**config.mk**
```make
export PLATFORM = sky130hd
export DESIGN_NAME = flip_flop_trio
export DESIGN_NICKNAME = d
export VERILOG_FILES = /design/src/rtl/flip_flop_trio.sv
export SDC_FILE = /design/constraint.sdc
export NUM_CORES = 1
export LEC_CHECK = 0
export CORE_AREA = 2 2 39 41
export CTS_CLUSTER_SIZE = 8
export DETAILED_ROUTE_END_ITERATION = 10
export DIE_AREA = 0 0 41 43
export PLACE_DENSITY = 0.45
export SLEW_MARGIN = 20
export SYNTH_ARGS = -nofsm -noshare
export SYNTH_HDL_FRONTEND = slang
export SYNTH_SLANG_ARGS = --single-unit
```
**constraint.sdc**
```tcl
create_clock -name clk -period 1.6 [get_ports clk]
set_input_delay 0.16 -clock clk [delete_from_list [all_inputs] [get_ports clk]]
set_output_delay 0.16 -clock clk [all_outputs]
set_load 0.005 [all_outputs]
```
**src/rtl/flip_flop_trio.sv**
```systemverilog
// ---------------------------------------------------------------------------
// flip_flop_trio
//   A bank of three edge-triggered storage lanes: a D flip-flop, a JK
//   flip-flop and an SR flip-flop. The lanes share one clock and one
//   synchronous reset. Each lane is WIDTH independent bits wide.
//
// Ports
//   clk        : rising-edge clock shared by every flop
//   reset      : synchronous, active-high reset; takes priority over the data inputs
//   D          : D flip-flop data input
//   J, K       : JK flip-flop set-like and reset-like inputs
//   S, R       : SR flip-flop set and reset inputs
//   Q_d/Qn_d   : D flip-flop state and its complement
//   Q_jk/Qn_jk : JK flip-flop state and its complement
//   Q_sr/Qn_sr : SR flip-flop state and its complement
//   sr_invalid : per bit, set when the previous edge saw S=R=1
//
// The Qn outputs are driven by inverting the state registers. They are not
// stored separately, so Q and Qn can never disagree.
// ---------------------------------------------------------------------------
module flip_flop_trio #(
    parameter int WIDTH = 1
) (
    input  logic             clk,
    input  logic             reset,
    input  logic [WIDTH-1:0] D,
    input  logic [WIDTH-1:0] J,
    input  logic [WIDTH-1:0] K,
    input  logic [WIDTH-1:0] S,
    input  logic [WIDTH-1:0] R,
    output logic [WIDTH-1:0] Q_d,
    output logic [WIDTH-1:0] Qn_d,
    output logic [WIDTH-1:0] Q_jk,
    output logic [WIDTH-1:0] Qn_jk,
    output logic [WIDTH-1:0] Q_sr,
    output logic [WIDTH-1:0] Qn_sr,
    output logic [WIDTH-1:0] sr_invalid
);

    logic [WIDTH-1:0] q_d_r;
    logic [WIDTH-1:0] q_jk_r;
    logic [WIDTH-1:0] q_sr_r;
    logic [WIDTH-1:0] sr_invalid_r;
    logic [WIDTH-1:0] jk_next_s;
    logic [WIDTH-1:0] sr_next_s;

    // Next-state decode for the JK lane, evaluated bit by bit
    always_comb begin
        jk_next_s = q_jk_r;
        for (int i = 0; i < WIDTH; i++) begin
            case ({J[i], K[i]})
                2'b00:   jk_next_s[i] = q_jk_r[i];
                2'b01:   jk_next_s[i] = 1'b0;
                2'b10:   jk_next_s[i] = 1'b1;
                2'b11:   jk_next_s[i] = ~q_jk_r[i];
                default: jk_next_s[i] = q_jk_r[i];
            endcase
        end
    end

    // Next-state decode for the SR lane; S=R=1 resolves reset-dominant (clears)
    always_comb begin
        sr_next_s = q_sr_r;
        for (int i = 0; i < WIDTH; i++) begin
            case ({S[i], R[i]})
                2'b00:   sr_next_s[i] = q_sr_r[i];
                2'b01:   sr_next_s[i] = 1'b0;
                2'b10:   sr_next_s[i] = 1'b1;
                2'b11:   sr_next_s[i] = 1'b0;
                default: sr_next_s[i] = q_sr_r[i];
            endcase
        end
    end

    // State registers for all three lanes plus the forbidden-combination flag
    always_ff @(posedge clk) begin
        if (reset) begin
            q_d_r        <= {WIDTH{1'b0}};
            q_jk_r       <= {WIDTH{1'b0}};
            q_sr_r       <= {WIDTH{1'b0}};
            sr_invalid_r <= {WIDTH{1'b0}};
        end else begin
            q_d_r        <= D;
            q_jk_r       <= jk_next_s;
            q_sr_r       <= sr_next_s;
            sr_invalid_r <= S & R;
        end
    end

    assign Q_d        = q_d_r;
    assign Qn_d       = ~q_d_r;
    assign Q_jk       = q_jk_r;
    assign Qn_jk      = ~q_jk_r;
    assign Q_sr       = q_sr_r;
    assign Qn_sr      = ~q_sr_r;
    assign sr_invalid = sr_invalid_r;

endmodule

```
== Word-level counts from Yosys, hierarchy flattened ==
Index checks and enable logic that the tools add are counted.

* Shifts and indexed selects: 0
* Div/mod/pow operators: 0
* Magnitude comparators: 0
* Eq/ne operators: 6
* $add $sub $neg: 0
* Multiplexer cells: 2
* Reductions and logical operators: 3
* $mul: 0
* Bitwise gates (word level): 4

{| class="wikitable"
|+ Operator list
! cell !! number
|-
| $eq A2 B2 Y1 const B || 4
|-
| $eq A2 B1 Y1 const B || 2
|-
| $logic_not A2 Y1 || 2
|-
| $not A1 Y1 || 3
|-
| $pmux W1 S3 || 1
|-
| $pmux W1 S2 || 1
|-
| $reduce_or A2 Y1 || 1
|-
| $and A1 B1 Y1 || 1
|}

* Input port bits: 7
* Output and inout bits: 7
* Register bits: 4
* Bits in latches: 0
* Memory bits (writable): 0
* Memories kept: 0
* Memory bits (read-only): 0
* Word-level logic and storage cells: 19

== Logic depth before layout (Yosys ltp) ==
* Depth in word-level cells: 3
* Depth in mapped cells: 2
* Gate-level depth less buffers: 2

== Least setup slack after synthesis ==
Ideal clock, no wire load.

* Path type: register to register
* From: register q_jk_r (netlist: Q_jk)
* To: register q_jk_r (netlist: Q_jk)
* Data required time: 1.514 ns
* Clock period less this slack: 0.629 ns
* Stages on the path, launching flop included: 3
* Path buffers: 0
* Slack: 0.971 ns
* Data arrival time: 0.543 ns
* Cells stage by stage: dfxtp_1 nor2_1 a211oi_1

* Longest elaborated chain between the ends: 2

{| class="wikitable"
|+ Ends and longest elaborated chain
! what !! line !! RTL
|-
| from (decl) || 41 || <nowiki>logic [WIDTH-1:0] q_jk_r;</nowiki>
|-
| from (signal assigned) || 79 || <nowiki>q_jk_r <= {WIDTH{1'b0}};</nowiki>
|-
| from (signal assigned) || 84 || <nowiki>q_jk_r <= jk_next_s;</nowiki>
|-
| $not A1 Y1 || 55 || <nowiki>2'b11: jk_next_s[i] = ~q_jk_r[i];</nowiki>
|-
| $pmux W1 S3 || 51 || <nowiki>case ({J[i], K[i]})</nowiki>
|}

Every way passes these cells.
A chain may end at the register's enable or synchronous reset.

== Worst setup path after layout ==
* From: register q_jk_r (netlist: Q_jk)
* To: output Q_jk

{| class="wikitable"
|+ RTL lines
! what !! line !! RTL
|-
| to (decl) || 33 || <nowiki>output logic [WIDTH-1:0] Q_jk,</nowiki>
|}

No word-level cell between the ends.

==> reports/results.txt <==
The run finished with clean final reports. The post-route netlist has 10.0% of its cells at a drive strength greater than 1. After clock tree synthesis, the clock-pin slew on the worst setup and hold paths is 40 ps.

The number of design-rule violations left by the first detailed-router iteration was 1. The count of input and output buffers works out to 13. The first global-routing pass estimated 517 microns of wire.

The run gives 0 as the cts-stage hold buffer count. Hold is met by 481 ps. The number of nets in the layout is 39, and the maximum VDD drop is 0.114 mV. The number of H-tree levels is 1, and the highest clock frequency the design can meet is 788 MHz. The placeable core area is 1380 sq um. Entering global routing, the biggest net connects 5 pins. Of the available clock period, the critical path in the final layout requires 79.3%. After detailed routing, the average wire length per cell comes to 6.89 microns. The cell family contributing the most delay on the critical path is buffers and inverters.

The final weighted congestion in routability-driven placement came out at 0.530. The worst setup path is of the reg2out kind. Setup violations remaining at the end of the flow were counted as 0. The later pin in the worst-skew pair is clocked with a latency of 230 ps.

The final count of hold timing violations was 0. The dominant register cell in the synthesized netlist was sky130_fd_sc_hd__dfxtp_1. TritonCTS created 3 clock buffers. The part of the total power dissipated in the clock network came out at 45.2%. For this design, the sink count on the clock tree is 4. The number of nets handed over by synthesis was 21.

After synthesis, the netlist uses 7 different library cells. TritonCTS built the clock tree. The global-route met3 utilization is 1.57%.

Summed over all cells, the static leakage comes to 0.118 nW. For the detailed placer's ending HPWL, the log shows 246 microns. Sequential cells were found to cover 64.0% of the synthesized design area. For the pre-CTS worst setup slack, the log shows 569 ps.

For the initial core utilization, the log shows 9.04%. Measured slew at the worst slew-check pin: 178 ps. For the number of antenna repair diodes, the log shows 0. The peak-usage layer in the global routing report is met4. The mapped netlist covers 125 sq um.

The slowest stage of the critical path is the sky130_fd_sc_hd__clkdlybuf4s50_1 cell. Across the routed clock network, the largest skew measured is 0 ps. The data required time at the worst endpoint was 1440 ps; the detailed-route DRC error count was 0.

The worst path in the final design needs a cycle of 1270 ps, including I/O delays and setup. The count of max-cap constraint violations is 0. Post-CTS timing repair inserted 0 buffers for setup. The die boundary height was 43 microns; the remaining global-route overflow was 0. The residual antenna-violating net count after detailed routing is 0, and the internal power summed over all cells is 0.222 mW. The area of all placed cells without fillers is 298 sq um, and the cell count after synthesis is 14.

Global routing consumed, on the met1 layer, 3.51% of the routing resources. The number of enable flip-flop cells after synthesis was 0; the proportion of synthesized flip-flops having asynchronous set or reset was 0%. Combinational group share of total power: 15.5%.

The maximum root-to-sink buffer count was 2. After layout, the worst setup slack is 331 ps. The cell area power density came out at 934 nW/um^2.

After detailed routing, the number of vias per cell comes to 3.20. The tools report the via count of the first global-routing pass as 142. After detailed placement, the total cell area comes to 275 sq um.

The post-CTS resize count came out at 0. The total buffers and inverters traversed by the critical path came out at 1. Setup repair after global routing left no endpoint under its margin. The synthesis-stage register bit count is 4, and the number of pins with negative max-slew slack in the final report is 0. Counting the fill cells in the layout gives 164. In this run the clock root is driven by a sky130_fd_sc_hd__clkbuf_4. The largest total area in the synthesized netlist belongs to sky130_fd_sc_hd__dfxtp_1.

Sorting the synthesized cells by how often they occur yields sky130_fd_sc_hd__dfxtp_1, sky130_fd_sc_hd__inv_1, sky130_fd_sc_hd__nor2_1. The average instance area after synthesis works out to 8.94 sq um. Area share of the leading cell type in the synthesized netlist: 64.0%.

Global routing used 6.88% of the available met2 tracks. The largest single stage delay on the critical path is 520 ps. Walking the worst path, the cells encountered are clkdlybuf4s50_1. The horizontal extent of the die is 41 microns. For this block, the via count after detailed routing is 147.

Compared with the post-synthesis result, the final layout area differs by 138%. In this run switching power makes up 20.2% of total power. The overall global routing resource usage came out at 5.11%. The worst hold path belongs to the class in2reg. The number of placement rows was 14; the detailed-routing iteration count for the pre-antenna-repair pass was 2. The final routed wirelength across all metal layers came out at 317 microns. During I/O placement, the number of pins put on the boundary was 14. The maximum fanout along the worst path is 4.

Of the total power, registers draw 39.3%. The most frequently used cell type in the post-synthesis netlist was sky130_fd_sc_hd__dfxtp_1. In this run the tightest slew margin relative to its limit is 88.1%. The initial antenna violation count came out at 0. The synthesis warning total was 0; the switching power was 0.0562 mW. For the final routed database, the setup TNS stands at 0 ps. By area the synthesized netlist is led by sky130_fd_sc_hd__dfxtp_1, sky130_fd_sc_hd__inv_1, sky130_fd_sc_hd__nor2_1. The die covers 1760 sq um. Kind of start point of the critical path: a register. Data arrives at the worst endpoint at 1110 ps.

STA classifies the critical path endpoint as an output pin.
## cell type report
cell class	instances	area, sq um	share of cell area [%]
Multi-Input combinational cell	7	33.8	11.3
Clock buffer	3	22.5	7.56
Sequential cell	4	80.1	26.9
Inverter	3	11.3	3.78
Timing Repair Buffer	13	130	43.7
Tap cell	16	20.0	6.72
## cell usage in the layout, fill, tap and decap left out
cell                              count
sky130_fd_sc_hd__inv_1                3
sky130_fd_sc_hd__dfxtp_1              4
sky130_fd_sc_hd__nor2_1               3
sky130_fd_sc_hd__a211oi_1             1
sky130_fd_sc_hd__clkdlybuf4s50_1     13
sky130_fd_sc_hd__nor2b_1              1
sky130_fd_sc_hd__nand2_1              1
sky130_fd_sc_hd__nor3_1               1
sky130_fd_sc_hd__clkbuf_4             3
## power groups by stage
| stage | registers, mW | clock network (mW) | logic [mW] |
|---|---|---|---|
| 6_report | 0.109 | 0.126 | 0.0432 |
| 2_1_floorplan | 0.111 | 0 | 0.00713 |
| 3_3_place_gp | 0.111 | 0 | 0.0441 |
| 5_1_grt | 0.110 | 0.146 | 0.0470 |
| 4_1_cts | 0.110 | 0.133 | 0.0437 |
| 3_5_place_dp | 0.111 | 0 | 0.0433 |
## through the flow
step / power [mW] / instances / utilization [%]
after global routing: 0.303 / 46 / 21.5
after CTS: 0.287 / 46 / 21.5
after floorplan: 0.119 / 14 / -
after global placement: 0.155 / 43 / 19.9
final: 0.278 / 46 / 21.5
after detailed placement: 0.155 / 43 / 19.9
## final timing paths
check / from / end / slack [ps] / depth (start not counted)
setup / recovery: Q_jk / Q_jk / 330 / 1
hold / removal: S / sr_invalid / 480 / 3
setup reg to reg: Q_jk / Q_jk / 930 / 2
hold reg to reg: Q_jk / Q_jk / 500 / 1
## per-layer routing
metal  vias up  wire length, microns
li1         74                     -
met1        67                   112
met2         6                   169
met3         0                    36
met4         0                     0
met5         -                     0
## sequential cells by signal, indices dropped and copies added, names as in the netlist
signal	cells
sr_invalid	1
Q_sr	1
Q_jk	1
Q_d	1
## cells by family after synthesis
logic type	after synthesis	synth area share [%]
compound gates	1	6.00
buf+inv	3	9.00
flops	4	64.0
simple gates	6	21.0
(Power assumes the default switching activity.)
